<file path="src/rtl/ntt_bram_sched.sv">
// rtl/ntt_bram_sched.sv - in-place radix-2 NTT stage scheduler for a 1W/1R BRAM and a fixed-latency BFU
// Issues one operand read per cycle, delays the read address to form the write-back address.
module ntt_bram_sched #(
  parameter int LOG_N   = 12,
  parameter int BFU_LAT = 4,
  parameter int DW      = 36
) (
  input  logic             clk,
  input  logic             rst_n,
  input  logic             start,
  output logic             busy,
  output logic             done,
  input  logic             host_wr_en,
  input  logic [LOG_N-1:0] host_addr,
  input  logic [DW-1:0]    host_din,
  input  logic [DW-1:0]    bfu_dout,
  output logic             bfu_op_valid,
  output logic             bfu_op_sel,
  output logic [LOG_N-2:0] bfu_tw_idx,
  output logic             bram_wr_en,
  output logic [LOG_N-1:0] bram_wr_addr,
  output logic [LOG_N-1:0] bram_rd_addr,
  output logic [DW-1:0]    bram_wr_din
);

  localparam int SW  = $clog2(LOG_N + 1);
  localparam int DL  = 1 + BFU_LAT;
  localparam int DCW = $clog2(DL);
  localparam logic [SW-1:0] LAST_STAGE = SW'(LOG_N - 1);

  typedef enum logic [1:0] {IDLE, RUN, DRAIN, DONE} state_e;

  state_e           state_q;
  logic [SW-1:0]    s_q;
  logic [LOG_N-1:0] c_q;
  logic [DCW-1:0]   drain_q;
  logic             busy_q;
  logic             done_q;

  logic             op_valid_q;
  logic             op_sel_q;
  logic [LOG_N-2:0] op_tw_q;
  logic [DL-1:0]    dl_vld_q;
  logic [LOG_N-1:0] dl_addr_q [DL];

  logic [LOG_N-1:0] j_idx;
  logic [LOG_N-1:0] half;
  logic [LOG_N-1:0] k_idx;
  logic [LOG_N-1:0] a_addr;
  logic [LOG_N-1:0] b_addr;
  logic [LOG_N-1:0] issue_addr;
  logic [LOG_N-2:0] tw;
  logic             issue;
  logic             idle;

  // Butterfly j of stage s pairs a and a+half; even c reads a, odd c reads b.
  always_comb begin
    j_idx      = c_q >> 1;
    half       = LOG_N'(1) << s_q;
    k_idx      = j_idx & (half - LOG_N'(1));
    a_addr     = ((j_idx >> s_q) << (s_q + SW'(1))) + k_idx;
    b_addr     = a_addr + half;
    tw         = k_idx[LOG_N-2:0] << (LAST_STAGE - s_q);
    issue_addr = c_q[0] ? b_addr : a_addr;
  end

  assign issue = (state_q == RUN);
  assign idle  = (state_q == IDLE);

  always_ff @(posedge clk or negedge rst_n) begin
    if (!rst_n) begin
      state_q <= IDLE;
      s_q     <= '0;
      c_q     <= '0;
      drain_q <= '0;
      busy_q  <= 1'b0;
      done_q  <= 1'b0;
    end else begin
      case (state_q)
        IDLE: begin
          if (start) begin
            state_q <= RUN;
            s_q     <= '0;
            c_q     <= '0;
            busy_q  <= 1'b1;
          end
        end
        RUN: begin
          c_q <= c_q + LOG_N'(1);
          if (&c_q) begin
            state_q <= DRAIN;
            drain_q <= DCW'(BFU_LAT);
          end
        end
        DRAIN: begin
          // Drain until the last write of this stage has landed before re-reading.
          if (drain_q == '0) begin
            if (s_q == LAST_STAGE) begin
              state_q <= DONE;
              done_q  <= 1'b1;
              s_q     <= '0;
            end else begin
              state_q <= RUN;
              s_q     <= s_q + SW'(1);
            end
          end else begin
            drain_q <= drain_q - DCW'(1);
          end
        end
        DONE: begin
          state_q <= IDLE;
          busy_q  <= 1'b0;
          done_q  <= 1'b0;
        end
        default: state_q <= IDLE;
      endcase
    end
  end

  always_ff @(posedge clk or negedge rst_n) begin
    if (!rst_n) begin
      op_valid_q <= 1'b0;
      op_sel_q   <= 1'b0;
      op_tw_q    <= '0;
      dl_vld_q   <= '0;
      for (int i = 0; i < DL; i++) dl_addr_q[i] <= '0;
    end else begin
      op_valid_q   <= issue;
      op_sel_q     <= issue & c_q[0];
      op_tw_q      <= issue ? tw : '0;
      dl_vld_q     <= {dl_vld_q[DL-2:0], issue};
      dl_addr_q[0] <= issue_addr;
      for (int i = 1; i < DL; i++) dl_addr_q[i] <= dl_addr_q[i-1];
    end
  end

  // Host owns the BRAM ports only while idle.
  always_comb begin
    bram_wr_en   = idle ? host_wr_en : dl_vld_q[DL-1];
    bram_wr_addr = idle ? host_addr  : dl_addr_q[DL-1];
    bram_rd_addr = idle ? host_addr  : issue_addr;
    bram_wr_din  = idle ? host_din   : bfu_dout;
  end

  assign busy         = busy_q;
  assign done         = done_q;
  assign bfu_op_valid = op_valid_q;
  assign bfu_op_sel   = op_sel_q;
  assign bfu_tw_idx   = op_tw_q;

endmodule

</file>
<file path="config.mk">
export PLATFORM = sky130hd
export DESIGN_NAME = ntt_bram_sched
export DESIGN_NICKNAME = d
export VERILOG_FILES = /design/src/rtl/ntt_bram_sched.sv
export SDC_FILE = /design/constraint.sdc
export NUM_CORES = 1
export LEC_CHECK = 0
export ABC_AREA = 0
export CAP_MARGIN = 10
export CORE_ASPECT_RATIO = 1.75
export CORE_UTILIZATION = 40
export CTS_BUF_LIST = sky130_fd_sc_hd__clkbuf_8
export DETAILED_ROUTE_END_ITERATION = 8
export DONT_BUFFER_PORTS = 1
export GPL_TIMING_DRIVEN = 0
export PLACE_DENSITY = 0.65
export SYNTH_ARGS = -nofsm -noshare
export SYNTH_HDL_FRONTEND = slang
export SYNTH_SLANG_ARGS = --single-unit
</file>
<file path="constraint.sdc">
create_clock -name clk -period 8.13 [get_ports clk]
set_clock_uncertainty 0.1 [all_clocks]
set_input_delay 0.4065 -clock clk [delete_from_list [all_inputs] [get_ports clk]]
set_output_delay 0.4065 -clock clk [all_outputs]
set_load 0.01 [all_outputs]
</file>
# --- Word level (Yosys, flattened, before mapping) ---
# Index checks and enable logic that the tools add are counted.
word_totals:
  reg_bits: 101
  input_bits: 88
  output_inout_bits: 76
  wordCells: 76
op_classes:
  n_addsub: 7
  eq_ne: 9
  n_shift: 4
  mux: 25
  bitwise: 2
  n_reduce_logical: 14
ops:
  columns: ["cell", "count"]
  rows:
  - ["12-bit two-way mux", 4]
  - ["36-bit two-way mux", 1]
  - ["12-bit adder", 2]
  - ["12-bit one-hot mux with 2 select lines", 1]
  - ["12-bit by 1-bit adder with 12-bit output (second input constant)", 1]
  - ["11-bit by 12-bit bitwise AND with 12-bit output", 1]
  - ["4-bit two-way mux", 3]
  - ["12-bit AND reduction", 1]
  - ["3-bit AND reduction", 4]
  - ["1-bit by 4-bit left shift with 12-bit output (first input constant)", 1]
  - ["12-bit by 4-bit left shift with 12-bit output", 1]
  - ["11-bit by 4-bit right shift with 12-bit output", 1]
  - ["12-bit by 1-bit subtractor with 12-bit output (second input constant)", 1]
  - ["11-bit two-way mux", 1]
  - ["11-bit by 4-bit left shift with 11-bit output", 1]
  - ["2-bit nonzero test", 5]
  - ["2-bit two-way mux", 4]
  - ["2-bit != test (second input constant)", 4]
  - ["2-bit one-hot mux with 4 select lines", 1]
  - ["4-bit one-hot mux with 2 select lines", 1]
  - ["3-bit two-way mux", 2]
  - ["3-bit one-hot mux with 2 select lines", 1]
  - ["4-bit by 1-bit adder with 4-bit output (second input constant)", 1]
  - ["2-bit == test (second input constant)", 2]
  - ["11 further kinds", 16]

# --- Logic depth before layout (Yosys ltp) ---
# Gate-level depths: netlist of run 1.
logic_depth:
  depth_word: 7
  ltp_mapped: 26
  depth_no_buf: 22

# --- Least setup slack after synthesis of run 1 ---
# No wires, ideal clock.
synth_path:
  path_kind: "register to output"
  start: "register s_q[0]"
  end: "output port bram_rd_addr[11]"
  t_arrival_ns: 5.387
  t_required_ns: 7.624
  slack_ns: 2.236
  stages_incl_launch_ff: 25
  path_buffers: 5
  path_cell_list: "dfrtp_1 buf_6 buf_2 buf_1 inv_2 buf_1 ha_1 clkbuf_1 nand2_1 ha_1 nor2b_1 inv_1 fa_1 nand2b_1 a211oi_1 o21ai_0 nor2b_1 xnor2_1 ha_1 or2_2 a31oi_1 a211oi_1 or3_4 a211o_1 nand3_1"
synth_between:
  elab_chain_cells: 7
  elab_cells_between_ends: 10
  classes_between: "add/sub: 4; shift: 3; mux: 2; bitwise: 1"
synth_lines:
  columns: ["item", "line", "rtl"]
  rows:
  - ["start: declaration", "34", "logic [SW-1:0] s_q;"]
  - ["start signal: assignment", "104", "s_q <= s_q + SW'(1);"]
  - ["1-bit by 4-bit left shift with 12-bit output", "59", "half = LOG_N'(1) << s_q;"]
  - ["12-bit by 1-bit subtractor with 12-bit output", "60", "k_idx = j_idx & (half - LOG_N'(1));"]
  - ["11-bit by 12-bit bitwise AND with 12-bit output", "60", null]
  - ["12-bit adder", "61", "a_addr = ((j_idx >> s_q) << (s_q + SW'(1))) + k_idx;"]
  - ["12-bit adder", "62", "b_addr = a_addr + half;"]
  - ["12-bit two-way mux (*)", "64", "issue_addr = c_q[0] ? b_addr : a_addr;"]
  - ["12-bit two-way mux (*)", "141", "bram_rd_addr = idle ? host_addr : issue_addr;"]
  - ["end: declaration", "22", "output logic [LOG_N-1:0] bram_rd_addr,"]
# Mark *: on every way between the ends. The rest lies on a longest branch, timed or not.

# --- Worst setup path in the final report of run 1 ---
# Ends and elaborated chain as after synthesis.

==> qor.yml, run 1 <==
cts:
  cts_setup_buffers: 0
  cts-resized-gates: 0
  holdBufCountCts: 2
  cts.sinks: 100
  clockRootBuffer: "clkbuf_8"
  htreeDepth: 3
  clk-insertion-delay-late_ns: 0.39
  cts_made_buffers: 9
  path_clk_slew_ns: 0.11
  cts_tree: "done"
  cts.path.max_buffers: 2
synthesis:
  async_flop_share: 1.000
  netlist_area_sq_um: 6814
  synth_warnings: 0
  yosysSeqAreaShare: 0.3672
  synth_area_per_cell_sq_um: 8.361
  netlist-cell-type-count: 76
  synth_edf_count: 0
  postSynthNetCount: 937
  synthCells: 815
  ys_ff_latch: 100
  ys.flop_type: "dfrtp_1"
timing:
  rsz0062_at_grt: "no"
  drv_slew: 0
  setup_violations: 0
  fin_setup_tns_ns: 0
  relSlewSlack: 0.4372
  max_freq_ghz: 0.1308
  fin_crit_ns: 7.643
  period_share: 0.9401
  tightest_slew_ns: 0.8371
  hold_viol: 0
routing:
  ant_nets: 0
  drc: 0
  drt_iter0_drc: 245
  wl_per_cell_um: 20.04
  wirelength_um: 21180
  vias: 5976
  vias_per_cell: 5.654
  firstDrtPassIters: 5
placement:
  place.gp.congestion: 0.9914
  port_buffers: 0
  dp_hpwl_um: 16360
  place_area_sq_um: 7094
layout:
  regArea_sq_um: 2502
  layout-drive-gt1-share: 0.07563
  fin_area_sq_um: 7312
  fin_nets: 950
  antennaDiodeCount: 0
  n_fill_cell: 1643
  area_growth_pct: 7.308
  multiInputGateArea_sq_um: 3945
die:
  io_pins: 164
  dieArea_sq_um: 17580
  die_w_um: 100.7
  coreArea_sq_um: 16520
  initial_core_util: 0.4124
  die_h_um: 174.7
  rows: 62
grt:
  grt_start_max_net_pins: 101
  antenna_found_initial: 0
  grtUsageTotal: 0.2409
  grt_pass1_vias: 5735
  grt_pass1_wl_um: 31300
  grt_overflow: 0
setup_path:
  slowest_stage: "buf_1"
  path_delay_family: "buffers and inverters"
  critPathMaxFanout: 11
  critical_path_class: "flip-flop to output pin"
  cp_num_buf_inv: 8
  start_kind: "flip-flop"
  required_ns: 7.62
  max_stage_delay_ns: 0.51
  endpoint_kind: "output pin"
  cp_common_cell: "ha_1"
  arrival_ns: 7.14
min_path:
  hp-class: "input pin to flip-flop"
power:
  ir_worst_vdd_mv: 0.06103
  power_density_nw_per_um2: 114.0
  p_leak_nw: 3.376
outcome:
  status: "complete, no violations"
job:
  maxCapViolCount: 0
==> power breakdown <==
group | total [mW] | internal [mW] | switching (mW)
combinational | 0.0267 | 0.00582 | 0.0209
clock | 0.310 | 0.116 | 0.193
sequential | 0.497 | 0.497 | 0
total | 0.833 | 0.619 | 0.214
==> logic make-up after synthesis <==
logic type / after synthesis / synth area share
AOI/OAI and AO/OA: 165 / 0.1660
xor gates and xnor gates: 24 / 0.03085
adders and majority gates: 35 / 0.06610
buffers and inverters: 84 / 0.05380
DFF: 100 / 0.3672
muxes: 49 / 0.08961
and+or+nand+nor: 358 / 0.2264
==> path summary, 6_finish.rpt <==
check	start	endpoint	slack [ns]	cells past startpoint
max	s_q[0]	bram_rd_addr[11]	0.49	25
min	start	busy	0.14	2
max reg2reg	s_q[0]	dl_addr_q[56]	1.43	25
min reg2reg	dl_addr_q[27]	dl_addr_q[15]	0.25	0
max in group asynchronous	rst_n	dl_addr_q[45]	7.00	2
min in group asynchronous	rst_n	c_q[5]	0.48	2
==> metal layers <==
layer | global-route usage | vias to the layer above | share of wire
met1 | 0.2296 | 2829 | 0.35
met4 | 0.1359 | 0 | 0.052
met3 | 0.03800 | 61 | 0.050
met2 | 0.4712 | 252 | 0.55
li1 | - | 2834 | -
met5 | 0 | - | 0
==> metrics by stage <==
stage	power, mW	setup WS [ns]	util	hold WS [ns]	std cells
finish	0.8334	0.4866	0.4425	0.1396	1057
global route	0.8659	0.08963	0.4425	0.1510	1057
CTS	0.8422	0.5336	0.4425	0.1280	1057
detailed placement	0.5223	1.021	0.4294	0.01360	1039
global placement	0.5222	0.9484	0.4294	0.01530	1039
floorplan	0.5201	2.236	-	0.01091	815
==> sequential cells by signal, indices dropped and copies added (netlist names) <==
register,flops
bfu_op_sel,1
bfu_tw_idx,11
busy,1
c_q,12
dl_addr_q,60
dl_vld_q,5
done,1
drain_q,3
s_q,4
state_q,2
==> area by class of cell <==
cell class	count	share of cell area
buffer	51	0.03251
timing repair buffer	2	0.005133
sequential	100	0.3422
clock buffer	9	0.01694
tap	224	0.03833
clock inverter	7	0.007700
inverter	33	0.01762
multi-input combinational	631	0.5395
==> cells in the mapped netlist, types with 5 or more instances <==
cell type | n | area (sq um)
dfrtp_1 | 100 | 2502
ha_1 | 32 | 400.4
clkbuf_1 | 32 | 120.1
mux2_2 | 14 | 157.7
o31ai_1 | 14 | 105.1
a211oi_1 | 10 | 75.07
nor2_1 | 60 | 225.2
inv_1 | 27 | 101.4
mux4_2 | 5 | 112.6
o21a_1 | 9 | 67.56
xor2_1 | 6 | 52.55
mux2i_1 | 25 | 250.2
buf_1 | 5 | 18.77
xnor2_1 | 18 | 157.7
nand2_1 | 211 | 792.0
nand3b_1 | 5 | 37.54
nand3_1 | 21 | 105.1
buf_4 | 7 | 52.55
nand2b_1 | 5 | 31.28
a21o_1 | 8 | 60.06
o21ai_0 | 39 | 195.2
buf_2 | 5 | 25.02
and3_1 | 5 | 31.28
a21oi_1 | 28 | 140.1
a22o_1 | 8 | 70.07
o211ai_1 | 5 | 37.54
nor2b_1 | 7 | 43.79
and2_1 | 11 | 68.82
nor3_1 | 14 | 70.07
==> worst register-to-register path, delay by kind of cell (launching register included) <==
kind | cells | cell delay (ns)
flip-flops | 1 | 0.46
AO/OA/AOI/OAI | 4 | 1.47
buffers and inverters | 7 | 2.01
adder cells (fa/ha/maj) | 4 | 1.33
AND/OR/NAND/NOR | 8 | 0.97
XOR/XNOR | 2 | 0.25
==> cells in the final DEF, fill, tap and decap left out, types with 14 or more instances in the layout <==
master / netlist / layout
dfrtp_1: 100 / 100
a21oi_1: 28 / 28
nor3_1: 14 / 14
clkbuf_1: 32 / 32
mux2i_1: 25 / 25
mux2_2: 14 / 14
nand3_1: 21 / 21
xnor2_1: 18 / 18
o21ai_0: 39 / 39
inv_1: 27 / 27
ha_1: 32 / 32
nand2_1: 211 / 211
o31ai_1: 14 / 14
nor2_1: 60 / 60
(Power assumes the default switching activity.)
==> run 2, diff against run 1 <==
--- a/config.mk
+++ b/config.mk
@@ -5,7 +5,7 @@
 export SDC_FILE = /design/constraint.sdc
 export NUM_CORES = 1
 export LEC_CHECK = 0
-export ABC_AREA = 0
+export ABC_AREA = 1
 export CAP_MARGIN = 10
 export CORE_ASPECT_RATIO = 1.75
 export CORE_UTILIZATION = 40
@@ -13,7 +13,6 @@
 export DETAILED_ROUTE_END_ITERATION = 8
 export DONT_BUFFER_PORTS = 1
 export GPL_TIMING_DRIVEN = 0
-export PLACE_DENSITY = 0.65
 export SYNTH_ARGS = -nofsm -noshare
 export SYNTH_HDL_FRONTEND = slang
 export SYNTH_SLANG_ARGS = --single-unit
==> constraint.sdc (replaced) <==
create_clock -name clk -period 8.3 [get_ports clk]
set_clock_uncertainty 0.1 [all_clocks]
set_input_delay 0.415 -clock clk [delete_from_list [all_inputs] [get_ports clk]]
set_output_delay 0.415 -clock clk [all_outputs]
set_load 0.01 [all_outputs]
==> run 2 against run 1 <==
Against the previous run: final area fell by 1.0%; synthesized cell count up 14%; largest cell class unchanged; hold slack gained 0.070 ns; register-to-register slack better by 1.2 ns.
==> qor.yml, run 2 <==
synthesis:
  synth_edf_count: 0  # unchanged
  async_flop_share: 1.000  # unchanged
  netlist-cell-type-count: 54  # was 76
  synth_area_per_cell_sq_um: 7.221  # was 8.361 sq um
  ys_ff_latch: 100  # unchanged
  synth_most_common_cell: "nand2_1"  # unchanged
  yosys.area.top_type: "dfrtp_1"  # unchanged
  synth_warnings: 0  # unchanged
  synth_area_leaders: "dfrtp_1 37%, nand2_1 19%, ha_1 6.0%"  # was dfrtp_1 37%, nand2_1 12%, ha_1 5.9%
  yosysSeqAreaShare: 0.3734  # was 0.3672
  synth_top_family_by_area: "simple AND/OR/NAND/NOR gates"  # unchanged
  synth_xor_area_frac: 0.02222  # was 0.03085
  yosys.area_share.adder: 0.06572  # was 0.06610
  synth_common_cells: "344 x nand2_1, 100 x dfrtp_1, 76 x inv_1"  # was 211 x nand2_1, 100 x dfrtp_1, 60 x nor2_1
  synthCells: 928  # was 815
  postSynthNetCount: 1050  # was 937
  ys.flop_type: "dfrtp_1"  # unchanged
  synthSimpleGateAreaFrac: 0.3409  # was 0.2264
  synth_compound_area_frac: 0.1161  # was 0.1660
  synthMuxAreaShare: 0.002987  # was 0.08961
  netlist_area_sq_um: 6701  # was 6814 sq um
  synth_top_cell_area_share: 0.3734  # was 0.3672
cts:
  clk-insertion-delay-late_ns: 0.38  # was 0.39 ns
  cts_made_buffers: 9  # unchanged
  cts_tree: "done"  # unchanged
  cts_setup_buffers: 0  # unchanged
  htreeDepth: 3  # unchanged
  cts.sinks: 100  # unchanged
  cts-resized-gates: 0  # unchanged
  cts.path.max_buffers: 2  # unchanged
  path_clk_slew_ns: 0.09  # was 0.11 ns
  clockRootBuffer: "clkbuf_8"  # unchanged
  holdBufCountCts: 2  # unchanged
setup_path:
  timing.rr.start: "s_q[1]"  # was s_q[0]
  crit_start: "s_q[1]"  # was s_q[0]
  critical_path_class: "flip-flop to output pin"  # unchanged
  r2r_slack_ns: 2.65  # was 1.43 ns
  start_kind: "flip-flop"  # unchanged
  crit_path_end: "bram_rd_addr[11]"  # unchanged
  critPathMaxFanout: 11  # unchanged
  slowest_stage: "dfrtp_1"  # was buf_1
  cp_common_cell: "nand2_1"  # was ha_1
  arrival_ns: 5.97  # was 7.14 ns
  reg2reg_to: "dl_addr_q[59]"  # was dl_addr_q[56]
  max_stage_delay_ns: 0.49  # was 0.51 ns
  required_ns: 7.79  # was 7.62 ns
  reg2reg_depth: 29  # was 25
  endpoint_kind: "output pin"  # unchanged
power:
  internal_power_mw: 1.553  # was 0.6193 mW
  p_clk_frac: 0.100  # was 0.372
  p_switching_mw: 1.872  # was 0.2141 mW
  p_leak_nw: 3.779  # was 3.376 nW
  ir_worst_vdd_mv: 0.1281  # was 0.06103 mV
  power_density_nw_per_um2: 473.3  # was 114.0 nW/um^2
  switching_share: 0.5467  # was 0.2569
  pwr-share-seq: 0.228  # was 0.596
  power_frac_comb: 0.672  # was 0.032
routing:
  wirelength_um: 19690  # was 21180 um
  vias_per_cell: 5.211  # was 5.654
  drt_iter0_drc: 247  # was 245
  drc: 0  # unchanged
  firstDrtPassIters: 5  # unchanged
  vias: 6097  # was 5976
  ant_nets: 0  # unchanged
  wl_per_cell_um: 16.83  # was 20.04 um
grt:
  antenna_found_initial: 0  # unchanged
  grt_pass1_vias: 6044  # was 5735
  grt_overflow: 0  # unchanged
  grt_start_max_net_pins: 101  # unchanged
  grtUsageTotal: 0.2387  # was 0.2409
  grt_pass1_wl_um: 31130  # was 31300 um
placement:
  port_buffers: 0  # unchanged
  dp_hpwl_um: 15940  # was 16360 um
  place.gp.congestion: 0.9748  # was 0.9914
timing:
  max_freq_ghz: 0.1542
  tightest_slew_ns: 0.6170  # was 0.8371 ns
  fin_setup_tns_ns: 0  # unchanged
  fin_crit_ns: 6.486
  hold_viol: 0  # unchanged
  rsz0062_at_grt: "no"  # unchanged
  setup_violations: 0  # unchanged
  period_share: 0.7815
  drv_slew: 0  # unchanged
  relSlewSlack: 0.5887  # was 0.4372
die:
  die_h_um: 173.2  # was 174.7 um
  dieArea_sq_um: 17300  # was 17580 sq um
  initial_core_util: 0.4094  # was 0.4124
  coreArea_sq_um: 16370  # was 16520 sq um
  io_pins: 164  # unchanged
  rows: 62  # unchanged
  die_w_um: 99.85  # was 100.7 um
layout:
  area_growth_pct: 7.991  # was 7.308%
  final_common_cell: "nand2_1"  # unchanged
  largest_register: "dl_addr_q"  # unchanged
  utilization: 0.4421  # was 0.4425
  layout-drive-gt1-share: 0.08879  # was 0.07563
  antennaDiodeCount: 0  # unchanged
  largest_reg_flops: 60  # unchanged
  fin_nets: 1063  # was 950
  n_fill_cell: 1707  # was 1643
  final_cell_mix: "344 x nand2_1, 100 x dfrtp_1, 78 x inv_1"  # was 211 x nand2_1, 100 x dfrtp_1, 60 x nor2_1
job:
  maxCapViolCount: 0  # unchanged
outcome:
  status: "complete, no violations"  # unchanged
min_path:
  hp-class: "input pin to flip-flop"  # unchanged
==> run 2: cell count changes after synthesis, sizes merged, moves of 10 or more <==
cell	delta
o21ai	+10
clkbuf	-17
o31ai	-11
mux2	-17
nand3	+61
inv	+59
a211oi	-11
nand2	+143
mux2i	-23
xnor2	-14
==> run 2: how the worst min path moves through the flow <==
stage | cells past startpoint | to | from | slack [ns]
2_1_floorplan | 0 | bfu_op_sel | rst_n | 0.02
5_1_grt | 0 | dl_addr_q[27] | dl_addr_q[39] | 0.26
4_1_cts | 4 | busy | start | 0.20
6_report | 4 | busy | start | 0.21
3_3_place_gp | 0 | dl_addr_q[11] | rst_n | 0.02
3_5_place_dp | 0 | dl_addr_q[4] | rst_n | 0.02
==> run 2: layout make-up <==
class | instances | area [sq um] | area share
buffer | 33 | 186.4 | 0.02576
clock buffer | 10 | 137.6 | 0.01902
clock inverter | 6 | 80.08 | 0.01107
inverter | 90 | 340.3 | 0.04703
multi-input combinational | 705 | 3672 | 0.5074
sequential | 100 | 2502 | 0.3458
tap | 224 | 280.3 | 0.03873
timing repair buffer | 2 | 37.54 | 0.005187
==> run 2: cell families (layout without fill, tap and decap cells) <==
| kind of cell | count (synthesis) | in the layout |
|---|---|---|
| simple gates | 523 | 523 |
| mux | 2 | 2 |
| xor+xnor | 17 | 17 |
| flops | 100 | 100 |
| compound gates | 129 | 129 |
| fa+ha+maj | 34 | 34 |
| buf+inv | 123 | 141 |
==> run 2: layer usage <==
| metal | track usage | share of wire | vias up |
|---|---|---|---|
| met4 | 0.1526 | 0.060 | 0 |
| met1 | 0.2370 | 0.36 | 2801 |
| li1 | - | - | 3030 |
| met3 | 0.03548 | 0.042 | 56 |
| met5 | 0 | 0 | - |
| met2 | 0.4491 | 0.53 | 210 |
==> run 2: critical path: cells and delay by family, from the launching register on <==
kind | cells | cell delay, ns
xor+xnor | 1 | 0.33
simple gates | 15 | 2.09
fa+ha+maj | 4 | 1.39
buf+inv | 7 | 0.85
flops | 1 | 0.49
compound gates | 3 | 0.44
==> run 2: power by group through the flow <==
stage                     logic, mW  clock network, mW  registers [mW]
after floorplan                1.74                  0           0.751
after global placement         2.28                  0           0.789
after detailed placement       2.28                  0           0.791
after CTS                      2.30              0.351           0.783
after global routing           2.59              0.370           0.801
final                          2.30              0.343           0.781
==> run 2: stage by stage <==
step,power (mW),hold slack (ns),setup WS (ns),instance area (sq um),std cells
global placement,3.067,0.02144,2.199,6982,1152
CTS,3.432,0.1996,1.773,7237,1170
global route,3.766,0.2615,1.271,7237,1170
detailed placement,3.069,0.02057,2.212,6982,1152
floorplan,2.494,0.01941,3.420,6701,928
finish,3.425,0.2098,1.814,7237,1170
